<file path="src/rtl/alias_force_arbiter.sv">
// alias_force_arbiter: grants a force on a shared aliased net to one of three
//   requesters, picked round-robin. The winner's value is latched into a hold register.
//   Ports: clk, rst (sync, active-high); req/rel per-requester force/release;
//   fval packed force values; drv normal driver; bus resolved net; gnt one-hot
//   owner; forced high while forced; timeout pulses on auto-release.
// Latency: a grant is visible the cycle after req is sampled. bus follows drv
//   combinationally whenever no force is in effect.
// Backpressure: none. Requests that are not granted stay pending (level) until the next IDLE.
// Optional: define ALIAS_FORCE_TIMEOUT_EN to auto-release a force after HOLD_MAX cycles.
module alias_force_arbiter #(
  parameter int W        = 16,
  parameter int HOLD_MAX = 8
) (
  input  logic           clk,
  input  logic           rst,
  input  logic [2:0]     req,
  input  logic [2:0]     rel,
  input  logic [3*W-1:0] fval,
  input  logic [W-1:0]   drv,
  output logic [W-1:0]   bus,
  output logic [2:0]     gnt,
  output logic           forced,
  output logic           timeout
);

  localparam logic [1:0] S_IDLE    = 2'd0;
  localparam logic [1:0] S_FORCED  = 2'd1;
  localparam logic [1:0] S_RELEASE = 2'd2;

  // The hold counter is 8 bits wide, so HOLD_MAX must fit in 1..255.
  if (HOLD_MAX < 1 || HOLD_MAX > 255) begin : g_bad_hold_max
    $error("alias_force_arbiter: HOLD_MAX out of range 1..255");
  end

  logic [1:0]   state_q, state_d;
  logic [2:0]   gnt_q, gnt_d;
  logic [W-1:0] hold_q, hold_d;
  logic [1:0]   ptr_q, ptr_d;     // first requester index to search from
  logic         win_vld;
  logic [1:0]   win_idx;
  logic [2:0]   cand;
  logic         expire;

`ifdef ALIAS_FORCE_TIMEOUT_EN
  logic [7:0] cnt_q, cnt_d;
  logic       timeout_q, timeout_d;

  // Compare against HOLD_MAX-1 so that exactly HOLD_MAX FORCED cycles are seen
  // before the edge that moves the FSM into RELEASE.
  assign expire  = (cnt_q == 8'(HOLD_MAX - 1));
  assign timeout = timeout_q;
`else
  assign expire  = 1'b0;
  assign timeout = 1'b0;
`endif

  // Round-robin search upward (mod 3) from ptr_q. The loop runs from the farthest
  // candidate down to the nearest, so the nearest pending requester wins.
  always_comb begin
    win_vld = 1'b0;
    win_idx = ptr_q;
    cand    = 3'd0;
    for (int k = 2; k >= 0; k--) begin
      cand = {1'b0, ptr_q} + 3'(k);
      if (cand >= 3'd3) cand = cand - 3'd3;
      if (req[cand[1:0]]) begin
        win_vld = 1'b1;
        win_idx = cand[1:0];
      end
    end
  end

  always_comb begin
    state_d   = state_q;
    gnt_d     = gnt_q;
    hold_d    = hold_q;
    ptr_d     = ptr_q;
`ifdef ALIAS_FORCE_TIMEOUT_EN
    cnt_d     = cnt_q;
    timeout_d = 1'b0;
`endif
    case (state_q)
      S_IDLE: begin
        if (win_vld) begin
          state_d = S_FORCED;
          gnt_d   = 3'b001 << win_idx;
          hold_d  = fval[int'(win_idx)*W +: W];
          ptr_d   = (win_idx == 2'd2) ? 2'd0 : win_idx + 2'd1;
`ifdef ALIAS_FORCE_TIMEOUT_EN
          cnt_d   = 8'd0;
`endif
        end
      end
      S_FORCED: begin
`ifdef ALIAS_FORCE_TIMEOUT_EN
        cnt_d = cnt_q + 8'd1;
`endif
        // Only the owner's release strobe counts. req and fval changes are ignored here.
        if (((rel & gnt_q) != 3'b000) || expire) begin
          state_d = S_RELEASE;
          gnt_d   = 3'b000;
`ifdef ALIAS_FORCE_TIMEOUT_EN
          timeout_d = expire;
`endif
        end
      end
      S_RELEASE: begin
        // Unconditional one-cycle gap. Requests are not looked at here.
        state_d = S_IDLE;
      end
      default: begin
        state_d = S_IDLE;
        gnt_d   = 3'b000;
      end
    endcase
  end

  always_ff @(posedge clk) begin
    if (rst) begin
      state_q   <= S_IDLE;
      gnt_q     <= 3'b000;
      hold_q    <= '0;
      ptr_q     <= 2'd0;
`ifdef ALIAS_FORCE_TIMEOUT_EN
      cnt_q     <= 8'd0;
      timeout_q <= 1'b0;
`endif
    end else begin
      state_q   <= state_d;
      gnt_q     <= gnt_d;
      hold_q    <= hold_d;
      ptr_q     <= ptr_d;
`ifdef ALIAS_FORCE_TIMEOUT_EN
      cnt_q     <= cnt_d;
      timeout_q <= timeout_d;
`endif
    end
  end

  // While reset is held, the net falls back to its normal driver right away,
  // even though the state register only clears at the edge.
  assign bus    = (state_q == S_FORCED && !rst) ? hold_q : drv;
  assign gnt    = gnt_q;
  assign forced = (state_q == S_FORCED);

endmodule

</file>
<file path="config.mk">
export PLATFORM = sky130hd
export DESIGN_NAME = alias_force_arbiter
export DESIGN_NICKNAME = d
export VERILOG_FILES = /design/src/rtl/alias_force_arbiter.sv
export SDC_FILE = /design/constraint.sdc
export NUM_CORES = 1
export LEC_CHECK = 0
export ABC_AREA = 1
export BUFFER_PORTS_ARGS = -buffer_cell sky130_fd_sc_hd__buf_2
export CORE_MARGIN = 2
export CORE_UTILIZATION = 46
export DETAILED_ROUTE_END_ITERATION = 16
export GPL_TIMING_DRIVEN = 0
export HOLD_SLACK_MARGIN = 0.02
export PLACE_DENSITY = 0.8
export SYNTH_ARGS = -nofsm -noshare
export SYNTH_HDL_FRONTEND = slang
export SYNTH_SLANG_ARGS = --single-unit
</file>
<file path="constraint.sdc">
create_clock -name clk -period 2.42 [get_ports clk]
set_input_delay 0.363 -clock clk [delete_from_list [all_inputs] [get_ports clk]]
set_output_delay 0.363 -clock clk [all_outputs]
set_load 0.05 [all_outputs]
</file>
==> results of run 1 <==
[cell families after synthesis]
group	Yosys count
simple gates	192
buf+inv	64
compound gates	42
flops	23
fa+ha+maj	4
other cells	1
[per-stage QoR]
step                instances  area [um^2]  total power, uW  utilization (%)  worst slack, ns
floorplan                 326         1890             2170                -           0.0997
global placement          466         2410             2600             60.6            0.113
detailed placement        466         2410             2630             60.6            0.141
CTS                       469         2450             2880             61.7            0.219
global route              469         2450             3140             61.7           0.0348
finish                    469         2450             2870             61.7            0.208
[layout make-up]
class / count / area (um^2)
Timing Repair Buffer: 90 / 450
Tap cell: 50 / 62.6
Buffer: 14 / 93.8
Multi-Input combinational cell: 239 / 1150
Inverter: 49 / 184
Sequential cell: 23 / 460
Clock buffer: 4 / 45.0
Fill cell: 396 / 1520
[power by group through the flow]
| stage | Sequential [uW] | Combinational [uW] | Clock [uW] |
|---|---|---|---|
| 6_report | 595 | 2030 | 243 |
| 5_1_grt | 613 | 2270 | 265 |
| 4_1_cts | 593 | 2040 | 243 |
| 3_5_place_dp | 600 | 2030 | 0 |
| 3_3_place_gp | 597 | 2000 | 0 |
| 2_1_floorplan | 630 | 1540 | 0 |
[sequential cells by signal (all words and copies together) (netlist names)]
name / flops
gnt: 3
state_q: 2
hold_q: 16
ptr_q: 2
[worst min path at each step]
stage                               start                 endpoint  slack, ns  depth (start not counted)
floorplan           ptr_q[0]$_SDFFE_PP0P_    ptr_q[0]$_SDFFE_PP0P_       0.49                          2
global placement      gnt[1]$_SDFFE_PP0P_      gnt[1]$_SDFFE_PP0P_       0.47                          2
detailed placement    gnt[0]$_SDFFE_PP0P_      gnt[0]$_SDFFE_PP0P_       0.48                          2
CTS                                   rst  hold_q[14]$_SDFFE_PP0P_       0.35                          2
global route                          rst      gnt[1]$_SDFFE_PP0P_       0.36                          2
finish                                rst  hold_q[14]$_SDFFE_PP0P_       0.35                          2
[metal layers]
metal	track usage [%]	routed length, um	vias up
met5	0	0	-
met4	3.75	44	0
met3	3.78	387	6
met2	42.8	2600	81
met1	27.6	2210	999
li1	-	-	1212
[synth_stat cells, drive strengths merged]
cell type / n
nand2: 117
inv: 48
nand3: 45
dfxtp: 23
a21oi: 22
o21ai: 19
nand3b: 16
buf: 12
nor2: 12
ha: 4
clkbuf: 3
nand4: 2
a22oi: 1
clkinv: 1
conb: 1
[placed cells by master, fill, tap and decap left out]
cell / instances
nand4_1: 2
nor2_2: 2
inv_2: 6
a22oi_1: 1
o21ai_0: 16
o21ai_4: 1
buf_4: 3
nand3_2: 1
nand2_4: 2
nand2_2: 3
nor2_1: 10
conb_1: 1
clkbuf_1: 3
buf_6: 3
clkinv_1: 1
inv_1: 42
buf_2: 96
nand2_1: 112
o21ai_1: 2
a21oi_1: 22
dfxtp_1: 23
ha_1: 4
nand3_1: 44
clkbuf_8: 3
nand3b_1: 16
[worst register-to-register path, cell delays in order, from the launching register on]
cell	delay, ns
dfxtp_1	0.41
inv_1	0.10
ha_1	0.37
inv_2	0.12
nand3_1	0.13
nand2_1	0.10
nand2_1	0.09
o21ai_4	0.22
inv_2	0.11
buf_2	0.20
o21ai_0	0.17
a21oi_1	0.06
==> run_results.csv, run 1 <==
group,metric,value,unit
critical_path,cp_slowest_cell,"clkinv_1",
clock_tree,numCtsBuffers,3,
synth,synth_fa_ha_area_share,2.65,%
placement,hpwl,4.11,mm
critical_path,cp_cell_sequence,"inv_1 -> nor2_2 -> nand2_1 -> clkinv_1 -> nand2_1 -> nand2_1 -> buf_2",
synth,syn_area_per_cell,5.80,um^2
placement,place_congestion,0.774,
synth,synth_area_leader_cell,"dfxtp_1",
grt,grt_pass1_vias,1943,
critical_path,crit_required,2.06,ns
synth,synth.area.top_cells,"dfxtp_1 (24%), nand2_1 (22%), nand3_1 (12%)",
critical_path,endpoint,"bus[13]",
synth,synth.distinct_cells,24,
finish,drive_gt1_share,28.6,%
timing,skew,0.00763,ns
die,initial_utilization,47.6,%
synth,synthXorXnorAreaFrac,0,%
synth,netlist.area_leader.share,24.3,%
clock_tree,htreeDepth,1,
timing,whs,0.351,ns
clock_tree,cts.clk_slew.worst_paths,0.08,ns
run,max-cap-violations,0,
critical_path,path_buf_inv,3,
clock_tree,post-cts-setup-buffers,0,
synth,synth_top_family_by_area,"simple AND/OR/NAND/NOR gates",
die,ios,93,
pwr,p_int,1290,uW
routing,initialDrtViolationCount,112,
timing,rsz0062_at_grt,"no",
pwr,p_seq_share,20.7,%
critical_path,max_stage_delay,0.45,ns
pwr,swShare,55.0,%
synth,synth_compound_area_share,11.8,%
synth,synth_area,0.00189,mm^2
die,rows,23,
pwr,pwr-share-comb,70.8,%
routing,drcViolationCount,0,
timing,finalHoldViolCount,0,
timing,setup_tns,0,ns
pwr,peakVddDrop,0.645,mV
critical_path,cp_max_fo,17,
synth,yosys_warnings,0,
synth,synth_fp_nets,402,
critical_path,reg2reg_from,"ptr_q[0]$_SDFFE_PP0P_",
critical_path,end_kind,"output port",
grt,grt_max_degree,18,
critical_path,path_class,"register to output port",
grt,grt_util_all_layers,22.9,%
routing,ant_nets,0,
placement,io_buffers,90,
critical_path,worst_path_most_repeated_cell,"nand2_1",
timing,period_needed,2.21,ns
critical_path,worstRegToRegCells,11,
die,die_h,68.1,um
pwr,p_per_area,1170,mW/mm^2
grt,antenna_found_initial,0,
routing,first_pass_iters,4,
clock_tree,cts_resized,0,
critical_path,critPathLaunchType,"register",
clock_tree,cts_buffer_depth,2,
critical_path,crit_start,"state_q[0]$_SDFFE_PP0P_",
die,core,0.00397,mm^2
clock_tree,holdBufCountCts,0,
pwr,switching_power,1580,uW
routing,vias,2298,
run_status,status,"finished, final reports clean",
synth,seq_area_frac_synth,24.3,%
critical_path,cp.arrival,1.85,ns
routing,wire_per_inst,11.2,um
critical_path,path_delay_family,"buffers and inverters",
die,die_w,68.1,um
clock_tree,clk-insertion-delay-late,0.27,ns
critical_path,crit_cells,7,
finish,antenna_cells,0,
min_path,hp-class,"primary input to register",
clock_tree,cts_tree,"built",
timing,setup_viol,0,
routing,viasPerCell,4.90,
pwr,power_leakage,0.00144,uW
timing,max_freq,452,MHz
critical_path,timing.rr.end,"hold_q[8]$_SDFFE_PP0P_",
routing,drt_wl_total,5.24,mm
die,die_area,0.00464,mm^2
finish,area_delta_synth_final,29.4,%
clock_tree,root_buffer,"clkbuf_8",
timing,period_share,91.4,%
synth,yosys_register_bits,23,
finish,final_nets,496,
synth,synth-simple-area-share,46.1,%
timing,slew_viol_final,0,
pwr,clkPwrFrac,8.5,%
clock_tree,numClockSinks,23,
grt,gr-total-overflow,0,
critical_path,rrSetupSlack,0.23,ns
grt,grt_first_pass_wirelength,8.19,mm
synth,synthMuxAreaShare,0,%
synth,synthCells,326,
Note: power is estimated with default switching activity, not from simulation.
==> inputs of run 2 (changes only) <==
- CORE_UTILIZATION: 46 -> 50
- PLACE_DENSITY: 0.8 -> 0.86
- clock period: 2.42 -> 2.8 ns (I/O delays scaled with it)
==> run_results.csv, run 2 (synthesis results as in run 1) <==
group,metric,value,unit
grt,antenna_found_initial,0,
critical_path,crit_required,2.38,ns
timing,whs,0.425,ns
critical_path,rrSetupSlack,0.52,ns
clock_tree,numClockSinks,23,
finish,layout_common_cells,"nand2_1 (112), buf_2 (96), nand3_1 (44)",
grt,gr-total-overflow,0,
timing,setup_tns,0,ns
finish,seq_area,460,um^2
timing,skew,0.00449,ns
finish,final_nets,497,
timing,max_freq,397,MHz
clock_tree,cts.clk_slew.worst_paths,0.08,ns
clock_tree,cts_buffer_depth,2,
timing,setup_viol,0,
placement,place_area,0.00240,mm^2
critical_path,path_class,"register to output port",
clock_tree,clk-insertion-delay-late,0.27,ns
min_path,hp-class,"primary input to register",
grt,grt_pass1_vias,2025,
routing,ant_nets,0,
critical_path,cp_max_fo,10,
timing,period_share,90.0,%
die,die_area,0.00429,mm^2
placement,place_congestion,0.914,
timing,finalHoldViolCount,0,
critical_path,cp_cell_sequence,"inv_1 -> nor2_1 -> nand2_1 -> clkinv_1 -> clkbuf_1 -> nand2_1 -> nand2_1 -> buf_2",
pwr,power_leakage,0.00144,uW
die,rows,22,
routing,drcViolationCount,0,
timing,period_needed,2.52,ns
clock_tree,numCtsBuffers,3,
placement,io_buffers,90,
finish,multiInputGateArea,0.00115,mm^2
finish,postLayoutCellArea,0.00245,mm^2
critical_path,worst_path_most_repeated_cell,"nand2_1",
placement,pre_cts_ws,0.388,ns
finish,drive_gt1_share,28.6,%
critical_path,end_kind,"output port",
critical_path,cp.arrival,2.10,ns
finish,regMostFlops,"hold_q",
clock_tree,post-cts-setup-buffers,0,
critical_path,critPathLaunchType,"register",
routing,wire_per_inst,11.4,um
grt,grt_util_all_layers,25.0,%
clock_tree,cts_tree,"built",
clock_tree,cts_resized,0,
routing,initialDrtViolationCount,155,
run,max-cap-violations,0,
timing,setup_slack,0.281,ns
routing,first_pass_iters,8,
clock_tree,holdBufCountCts,0,
die,ios,93,
die,core,0.00366,mm^2
die,initial_utilization,51.7,%
finish,area_delta_synth_final,29.4,%
run_status,status,"finished, final reports clean",
pwr,peakVddDrop,0.509,mV
finish,nFillCells,351,
critical_path,max_stage_delay,0.40,ns
timing,rsz0062_at_grt,"no",
routing,vias,2351,
placement,hpwl,4.28,mm
finish,largest_register_ffs,16,
clock_tree,htreeDepth,1,
pwr,p_per_area,1020,mW/mm^2
grt,grt_first_pass_wirelength,8.47,mm
clock_tree,root_buffer,"clkbuf_8",
die,die_w,65.5,um
routing,drt_wl_total,5.34,mm
timing,slew_viol_final,0,
finish,antenna_cells,0,
finish,layout_commonest_cell,"nand2_1",
routing,viasPerCell,5.02,
critical_path,cp_slowest_cell,"clkbuf_1",
die,die_h,65.5,um
grt,grt_max_degree,14,
## run 2: cell types whose count changed in the layout (fill, tap and decap cells not counted), sizes merged
cell,delta
clkinv,+1
## run 2: power breakdown
part / leakage [uW] / switching (uW) / total (uW) / internal [uW]
Clock: 0.0000255 / 110 / 209 / 99.5
Sequential: 0.000191 / 71.5 / 521 / 449
Combinational: 0.00123 / 1200 / 1770 / 567
## run 2: layout make-up
cell class,instances,area share [%]
timing repair buffer,90,18.4
clock buffer,3,1.69
buffer,15,3.99
inverter,49,7.51
tap,48,2.45
clock inverter,1,0.204
sequential,23,18.8
multi-input combinational,239,47.0
## run 2: per-stage QoR
step / total power [uW] / utilization (%) / std cells
after floorplan: 1870 / - / 326
after global placement: 2230 / 65.6 / 464
after detailed placement: 2270 / 65.6 / 464
after CTS: 2480 / 66.9 / 468
after global routing: 2720 / 66.9 / 468
final: 2500 / 66.9 / 468
## run 2: layer usage
metal / up-vias / track usage (%) / part of all wire (%)
li1: 1214 / - / -
met1: 1033 / 32.7 / 44
met2: 95 / 43.9 / 48
met3: 9 / 1.88 / 5.9
met4: 0 / 7.03 / 1.9
met5: - / 0 / 0
## run 2: path summary, 6_finish.rpt
path	startpoint	end	cells past startpoint
worst min-delay path	rst	ptr_q[0]$_SDFFE_PP0P_	2
worst max-delay path	state_q[0]$_SDFFE_PP0P_	bus[14]	8
worst min register to register	gnt[0]$_SDFFE_PP0P_	gnt[0]$_SDFFE_PP0P_	2
worst max register to register	ptr_q[0]$_SDFFE_PP0P_	hold_q[5]$_SDFFE_PP0P_	11
## run 2: worst max-delay path, delay by kind of cell (launching register included)
| family | cells | cell delay (ns) |
|---|---|---|
| buffers and inverters | 4 | 0.90 |
| DFF | 1 | 0.34 |
| and+or+nand+nor | 4 | 0.60 |
